[src/rtl/mmio_subsys.sv]
// mmio_subsys: small memory-mapped subsystem with a word RAM, a GPIO output
// register (write, set, clear and toggle views) and a 32-bit timer with a
// compare match, an auto-reload option and a level interrupt.
//
// Ports
//   clock        rising-edge clock
//   rst          asynchronous active-low reset
//   memread      read strobe, at most one request per cycle
//   memwrite_cs  write strobe
//   i_addr       byte address; bits [1:0] are ignored
//   i_wdata      write data
//   o_rdata      read data, qualified by o_rvalid, held otherwise
//   o_rvalid     one-cycle pulse, the cycle after memread was sampled
//   o_gpio       GPIO output register
//   o_irq        timer interrupt (match AND irq-enable)
//
// Bus handshake: there is no back-pressure. A read is accepted on every edge
// where memread=1; exactly one cycle later o_rvalid=1 for one cycle with the
// data. A write takes effect on the edge where memwrite_cs=1. When both
// strobes hit the same address on the same edge, the read returns the value
// held before that write.
//
// Register map (byte addresses):
//   0x000..  RAM (RAM_WORDS words)
//   0x400 GPIO_OUT R/W   0x404 GPIO_SET W   0x408 GPIO_CLR W   0x40C GPIO_TGL W
//   0x410 TMR_CNT  R/W   0x414 TMR_CMP R/W
//   0x418 TMR_CTRL R/W (bit0 enable, bit1 auto-reload, bit2 irq enable)
//   0x41C TMR_STAT R, W1C (bit0 match)
module mmio_subsys #(
  parameter int RAM_WORDS = 16,
  parameter int GPIO_W    = 8
) (
  input  logic              clock,
  input  logic              rst,
  input  logic              memread,
  input  logic              memwrite_cs,
  input  logic [31:0]       i_addr,
  input  logic [31:0]       i_wdata,
  output logic [31:0]       o_rdata,
  output logic              o_rvalid,
  output logic [GPIO_W-1:0] o_gpio,
  output logic              o_irq
);

  localparam int AW = $clog2(RAM_WORDS);

  localparam logic [2:0] SEL_GPIO_OUT = 3'd0;
  localparam logic [2:0] SEL_GPIO_SET = 3'd1;
  localparam logic [2:0] SEL_GPIO_CLR = 3'd2;
  localparam logic [2:0] SEL_GPIO_TGL = 3'd3;
  localparam logic [2:0] SEL_TMR_CNT  = 3'd4;
  localparam logic [2:0] SEL_TMR_CMP  = 3'd5;
  localparam logic [2:0] SEL_TMR_CTRL = 3'd6;
  localparam logic [2:0] SEL_TMR_STAT = 3'd7;

  logic [31:0] r_ram [RAM_WORDS];
  logic [31:0] r_cnt;
  logic [31:0] r_cmp;
  logic [2:0]  r_ctrl;
  logic        r_match;

  logic [29:0]   w_word;
  logic          w_reg_hit;
  logic [2:0]    w_sel;
  logic          w_ram_hit;
  logic [AW-1:0] w_ram_idx;
  logic [31:0]   w_rdata;
  logic          w_wr_reg;
  logic          w_match_now;
  logic          w_unused;

  // Address decode. The eight registers occupy words 0x100..0x107; they take
  // precedence over RAM in case a large RAM_WORDS would overlap them.
  assign w_word    = i_addr[31:2];
  assign w_reg_hit = (w_word[29:3] == 27'h20);
  assign w_sel     = w_word[2:0];
  assign w_ram_hit = (i_addr[31:AW+2] == '0) && !w_reg_hit;
  assign w_ram_idx = i_addr[AW+1:2];
  assign w_wr_reg  = memwrite_cs && w_reg_hit;
  assign w_unused  = &{1'b0, i_addr[1:0]};

  // Read mux from current (pre-write) state; write-only and unmapped read 0.
  always_comb begin
    w_rdata = '0;
    if (w_reg_hit) begin
      case (w_sel)
        SEL_GPIO_OUT: w_rdata[GPIO_W-1:0] = o_gpio;
        SEL_TMR_CNT:  w_rdata = r_cnt;
        SEL_TMR_CMP:  w_rdata = r_cmp;
        SEL_TMR_CTRL: w_rdata = {29'b0, r_ctrl};
        SEL_TMR_STAT: w_rdata = {31'b0, r_match};
        default:      w_rdata = '0;
      endcase
    end else if (w_ram_hit) begin
      w_rdata = r_ram[w_ram_idx];
    end
  end

  always_ff @(posedge clock or negedge rst) begin
    if (!rst) begin
      o_rvalid <= 1'b0;
      o_rdata  <= '0;
    end else begin
      o_rvalid <= memread;
      if (memread) o_rdata <= w_rdata;
    end
  end

  // RAM has no reset; contents are undefined until written.
  always_ff @(posedge clock) begin
    if (memwrite_cs && w_ram_hit) r_ram[w_ram_idx] <= i_wdata;
  end

  always_ff @(posedge clock or negedge rst) begin
    if (!rst) begin
      o_gpio <= '0;
    end else if (w_wr_reg) begin
      case (w_sel)
        SEL_GPIO_OUT: o_gpio <= i_wdata[GPIO_W-1:0];
        SEL_GPIO_SET: o_gpio <= o_gpio | i_wdata[GPIO_W-1:0];
        SEL_GPIO_CLR: o_gpio <= o_gpio & ~i_wdata[GPIO_W-1:0];
        SEL_GPIO_TGL: o_gpio <= o_gpio ^ i_wdata[GPIO_W-1:0];
        default:      o_gpio <= o_gpio;
      endcase
    end
  end

  assign w_match_now = r_ctrl[0] && (r_cnt == r_cmp);

  always_ff @(posedge clock or negedge rst) begin
    if (!rst) begin
      r_cnt   <= '0;
      r_cmp   <= 32'hFFFF_FFFF;
      r_ctrl  <= '0;
      r_match <= 1'b0;
    end else begin
      // A CPU write to the counter beats both increment and reload.
      if (w_wr_reg && w_sel == SEL_TMR_CNT) r_cnt <= i_wdata;
      else if (w_match_now && r_ctrl[1])    r_cnt <= '0;
      else if (r_ctrl[0])                   r_cnt <= r_cnt + 32'd1;

      if (w_wr_reg && w_sel == SEL_TMR_CMP)  r_cmp  <= i_wdata;
      if (w_wr_reg && w_sel == SEL_TMR_CTRL) r_ctrl <= i_wdata[2:0];

      // A new match wins over a same-cycle write-1-to-clear.
      if (w_match_now)                                   r_match <= 1'b1;
      else if (w_wr_reg && w_sel == SEL_TMR_STAT && i_wdata[0]) r_match <= 1'b0;
    end
  end

  // Both operands are flops, so there is no path from inputs to o_irq.
  assign o_irq = r_match & r_ctrl[2];

endmodule

[config.mk]
export PLATFORM = sky130hd
export DESIGN_NAME = mmio_subsys
export DESIGN_NICKNAME = d
export VERILOG_FILES = /design/src/rtl/mmio_subsys.sv
export SDC_FILE = /design/constraint.sdc
export NUM_CORES = 1
export LEC_CHECK = 0
export CAP_MARGIN = 30
export CORE_ASPECT_RATIO = 1.4
export CORE_MARGIN = 4
export CORE_UTILIZATION = 35
export CTS_CLUSTER_DIAMETER = 40
export DETAILED_ROUTE_END_ITERATION = 16
export GPL_ROUTABILITY_DRIVEN = 0
export HOLD_SLACK_MARGIN = 0.08
export PLACE_DENSITY = 0.56
export SKIP_LAST_GASP = 1
export SYNTH_ARGS = -nofsm -noshare
export SYNTH_HDL_FRONTEND = slang
export SYNTH_SLANG_ARGS = --single-unit
[constraint.sdc]
create_clock -name clock -period 5.37 [get_ports clock]
set_input_delay 1.074 -clock clock [delete_from_list [all_inputs] [get_ports clock]]
set_output_delay 1.074 -clock clock [all_outputs]
set_load 0.05 [all_outputs]
==> impl_metrics.env <==
export IMPL_clock_latency_ns=0.63
export IMPL_cp_slowest_cell="nor2_4"
export IMPL_ys_warn_count=0
export IMPL_core_mm2=0.07290
export IMPL_vias=14235
export IMPL_cts_resized=0
export IMPL_finClkSkew_ns=0.02167
export IMPL_rows=117
export IMPL_seq_area_frac_synth_pct=70.41
export IMPL_pre_cts_ws_ns=1.066
export IMPL_via_per_inst=5.528
export IMPL_grt_pass1_vias=14924
export IMPL_period_share_pct=68.35
export IMPL_slowest_delay_ns=0.58
export IMPL_cts_buffers=74
export IMPL_slew_violations=0
export IMPL_p_sw_uw=2386
export IMPL_start_util_pct=35.34
export IMPL_synth_enable_flop_cells=512
export IMPL_final_nets=1648
export IMPL_p_seq_share_pct=48.4
export IMPL_crit_path_start="i_addr[8]"
export IMPL_diodes=0
export IMPL_clkSinkCount=621
export IMPL_cts_root_buffer="clkbuf_16"
export IMPL_clockPowerShare_pct=47.7
export IMPL_fin_ws_ns=1.699
export IMPL_period_minus_slack_ns=3.671
export IMPL_p_comb_share_pct=4.0
export IMPL_p_sw_share_pct=22.10
export IMPL_dieWidth_um=237.3
export IMPL_rsz0062_at_grt="false"
export IMPL_yosysTopAreaCell="edfxtp_1"
export IMPL_syn_inst=1419
export IMPL_rr_startpoint="r_cnt[25]$_DFFE_PN0P_"
export IMPL_ir_drop_mv=0.2066
export IMPL_grt_max_degree=68
export IMPL_synthTopCellsByArea="edfxtp_1 (60%), mux4_2 (14%), dfrtp_1 (7.5%)"
export IMPL_syn_avg_cell_area_um2=18.16
export IMPL_status="completed"
export IMPL_die_area_mm2=0.07808
export IMPL_ctsHoldBuffers=0
export IMPL_worstSetupPathType="in -> reg"
export IMPL_antenna_found_initial=0
export IMPL_synth_seq_cells=621
export IMPL_syn_area_mm2=0.02577
export IMPL_cts_tree="yes"
export IMPL_path_cells="clkdlybuf4s50_1, nor4_1, nand4_1, nor3_1, nand3_1, nor2_4, buf_12"
export IMPL_cts_setup_buffers=0
export IMPL_endpoint_kind="register"
export IMPL_io_buffers=107
export IMPL_drt_iter0_drc=1177
export IMPL_powerDensity_mw_per_mm2=350.5
export IMPL_layout_drive_gt1_share_pct=25.02
export IMPL_critPathMaxFanout=20
export IMPL_worst_pin_slew_ns=0.8692
export IMPL_finalSetupViolCount=0
export IMPL_start_kind="input pin"
export IMPL_hpwl_um=42480
export IMPL_hold_violations=0
export IMPL_area_growth_syn_to_layout_pct=19.53
export IMPL_cap_viol_max_count=0
export IMPL_grt_first_pass_wirelength_um=100300
export IMPL_ys_flop_type="edfxtp_1"
export IMPL_ctsLongestPathBuffers=3
export IMPL_intPower_uw=8408
export IMPL_grt_remaining_overflow=0
export IMPL_mostFrequentLayoutCell="edfxtp_1"
export IMPL_synthArstFlopShare_pct=17.55
export IMPL_mostFrequentLayoutCells="edfxtp_1 (512), mux4_2 (160), clkdlybuf4s50_1 (102), dfrtp_1 (77), clkbuf_16 (74)"
export IMPL_crit_arrival_ns=3.98
export IMPL_io_pins=110
export IMPL_syn_num_nets=1504
export IMPL_wirelength_um=67540
export IMPL_slew_headroom_pct=41.87
export IMPL_tns_ns=0
export IMPL_drtPass1Iterations=5
export IMPL_cts_max_level=3
export IMPL_fmaxAchievable_mhz=272.4
export IMPL_ant_nets=0
export IMPL_wl_per_cell_um=26.23
export IMPL_synth_top_area_share_pct=59.67
export IMPL_track_usage_pct=17.22
export IMPL_hold_class="in -> async"
export IMPL_die_h_um=329.0
export IMPL_synth_distinct_cells=55
export IMPL_drc=0
export IMPL_cp_required_ns=5.68
export IMPL_clk_pin_slew_ns=0.06
export IMPL_p_leak_uw=0.01021
worst paths after layout:
| check | to | slack (ns) | cells after the start |
|---|---|---|---|
| max | r_ram[1][14]$_DFFE_PP_ | 1.70 | 7 |
| min | o_rdata[9]$_DFFE_PN0P_ | 0.29 | 1 |
| max reg2reg | r_cnt[2]$_DFFE_PN0P_ | 2.68 | 6 |
| min reg2reg | r_cmp[5]$_DFFE_PN1P_ | 0.53 | 2 |
| max in group asynchronous | r_cmp[1]$_DFFE_PN1P_ | 3.89 | 3 |
| min in group clock | r_cmp[5]$_DFFE_PN1P_ | 0.53 | 2 |
cell families (layout without fill, tap and decap cells):
family / Yosys count / after routing / share of synthesized area, %
xor gates and xnor gates: 42 / 42 / 1.428
AOI/OAI and AO/OA: 188 / 188 / 4.817
DFF: 621 / 621 / 70.41
adders and majority gates: 17 / 17 / 0.8255
and+or+nand+nor: 218 / 218 / 4.385
buffers and inverters: 121 / 325 / 1.952
muxes: 212 / 212 / 16.18
metrics by stage:
stage | std cells | power [uW] | hold WS [ns] | instance area, um2 | utilization (%)
after floorplan | 1419 | 5544 | 0.4702 | 25770 | -
after global placement | 2436 | 5745 | 0.5068 | 28220 | 38.71
after CTS | 2574 | 10910 | 0.2621 | 30790 | 42.24
final | 2575 | 10790 | 0.2926 | 30800 | 42.25
after global routing | 2575 | 11150 | 0.2758 | 30800 | 42.25
after detailed placement | 2438 | 5757 | 0.5050 | 28260 | 38.76
critical path: cells and delay by family:
family | cells | cell delay [ns]
buf+inv | 2 | 0.70
simple gates | 5 | 2.17
power groups by stage:
stage	sequential [uW]	combinational (uW)	clock (uW)
floorplan	5320	224	0
global placement	5320	427	0
detailed placement	5320	439	0
CTS	5220	440	5250
global route	5220	465	5470
finish	5220	431	5140
flip-flops by register name, summed over array words and instances (netlist names):
signal / count
r_ram: 512
o_rdata: 32
r_cmp: 32
r_cnt: 32
o_gpio: 8
r_ctrl: 3
o_rvalid: 1
r_match: 1
Yosys cell counts, types with 4 or more instances:
| master | n |
|---|---|
| a21oi_1 | 7 |
| a22oi_1 | 61 |
| and3_1 | 4 |
| buf_1 | 7 |
| buf_2 | 24 |
| clkbuf_1 | 58 |
| dfrtp_1 | 77 |
| dfstp_2 | 32 |
| edfxtp_1 | 512 |
| ha_1 | 17 |
| inv_1 | 26 |
| mux2_1 | 31 |
| mux2_2 | 5 |
| mux2i_1 | 16 |
| mux4_2 | 160 |
| nand2_1 | 70 |
| nand2b_1 | 4 |
| nand3_1 | 16 |
| nand4_1 | 16 |
| nor2_1 | 30 |
| nor2b_1 | 5 |
| nor3_1 | 18 |
| nor4_1 | 28 |
| o21a_1 | 6 |
| o21ai_0 | 8 |
| o21ai_1 | 61 |
| o221ai_1 | 5 |
| o22ai_1 | 16 |
| o31a_1 | 9 |
| o31ai_1 | 5 |
| or3_1 | 6 |
| or4_1 | 6 |
| xnor2_1 | 12 |
| xor2_1 | 30 |
final cells by class:
type	instances	area, um2
Fill cell	6474	42100
Multi-Input combinational cell	677	7266
Sequential cell	621	18140
Timing Repair Buffer	161	1559
Tap cell	952	1191
Clock inverter	49	604.3
Clock buffer	87	1931
Inverter	28	105.1
layer usage:
metal | part of all wire, % | track usage (%) | routed length (um) | vias up
li1 | - | - | - | 6067
met1 | 41 | 22.53 | 27510 | 7632
met2 | 52 | 29.83 | 35220 | 427
met3 | 4.4 | 2.445 | 2965 | 109
met4 | 2.7 | 5.549 | 1845 | 0
met5 | 0 | 0 | 0 | -
(Power assumes the default switching activity.)
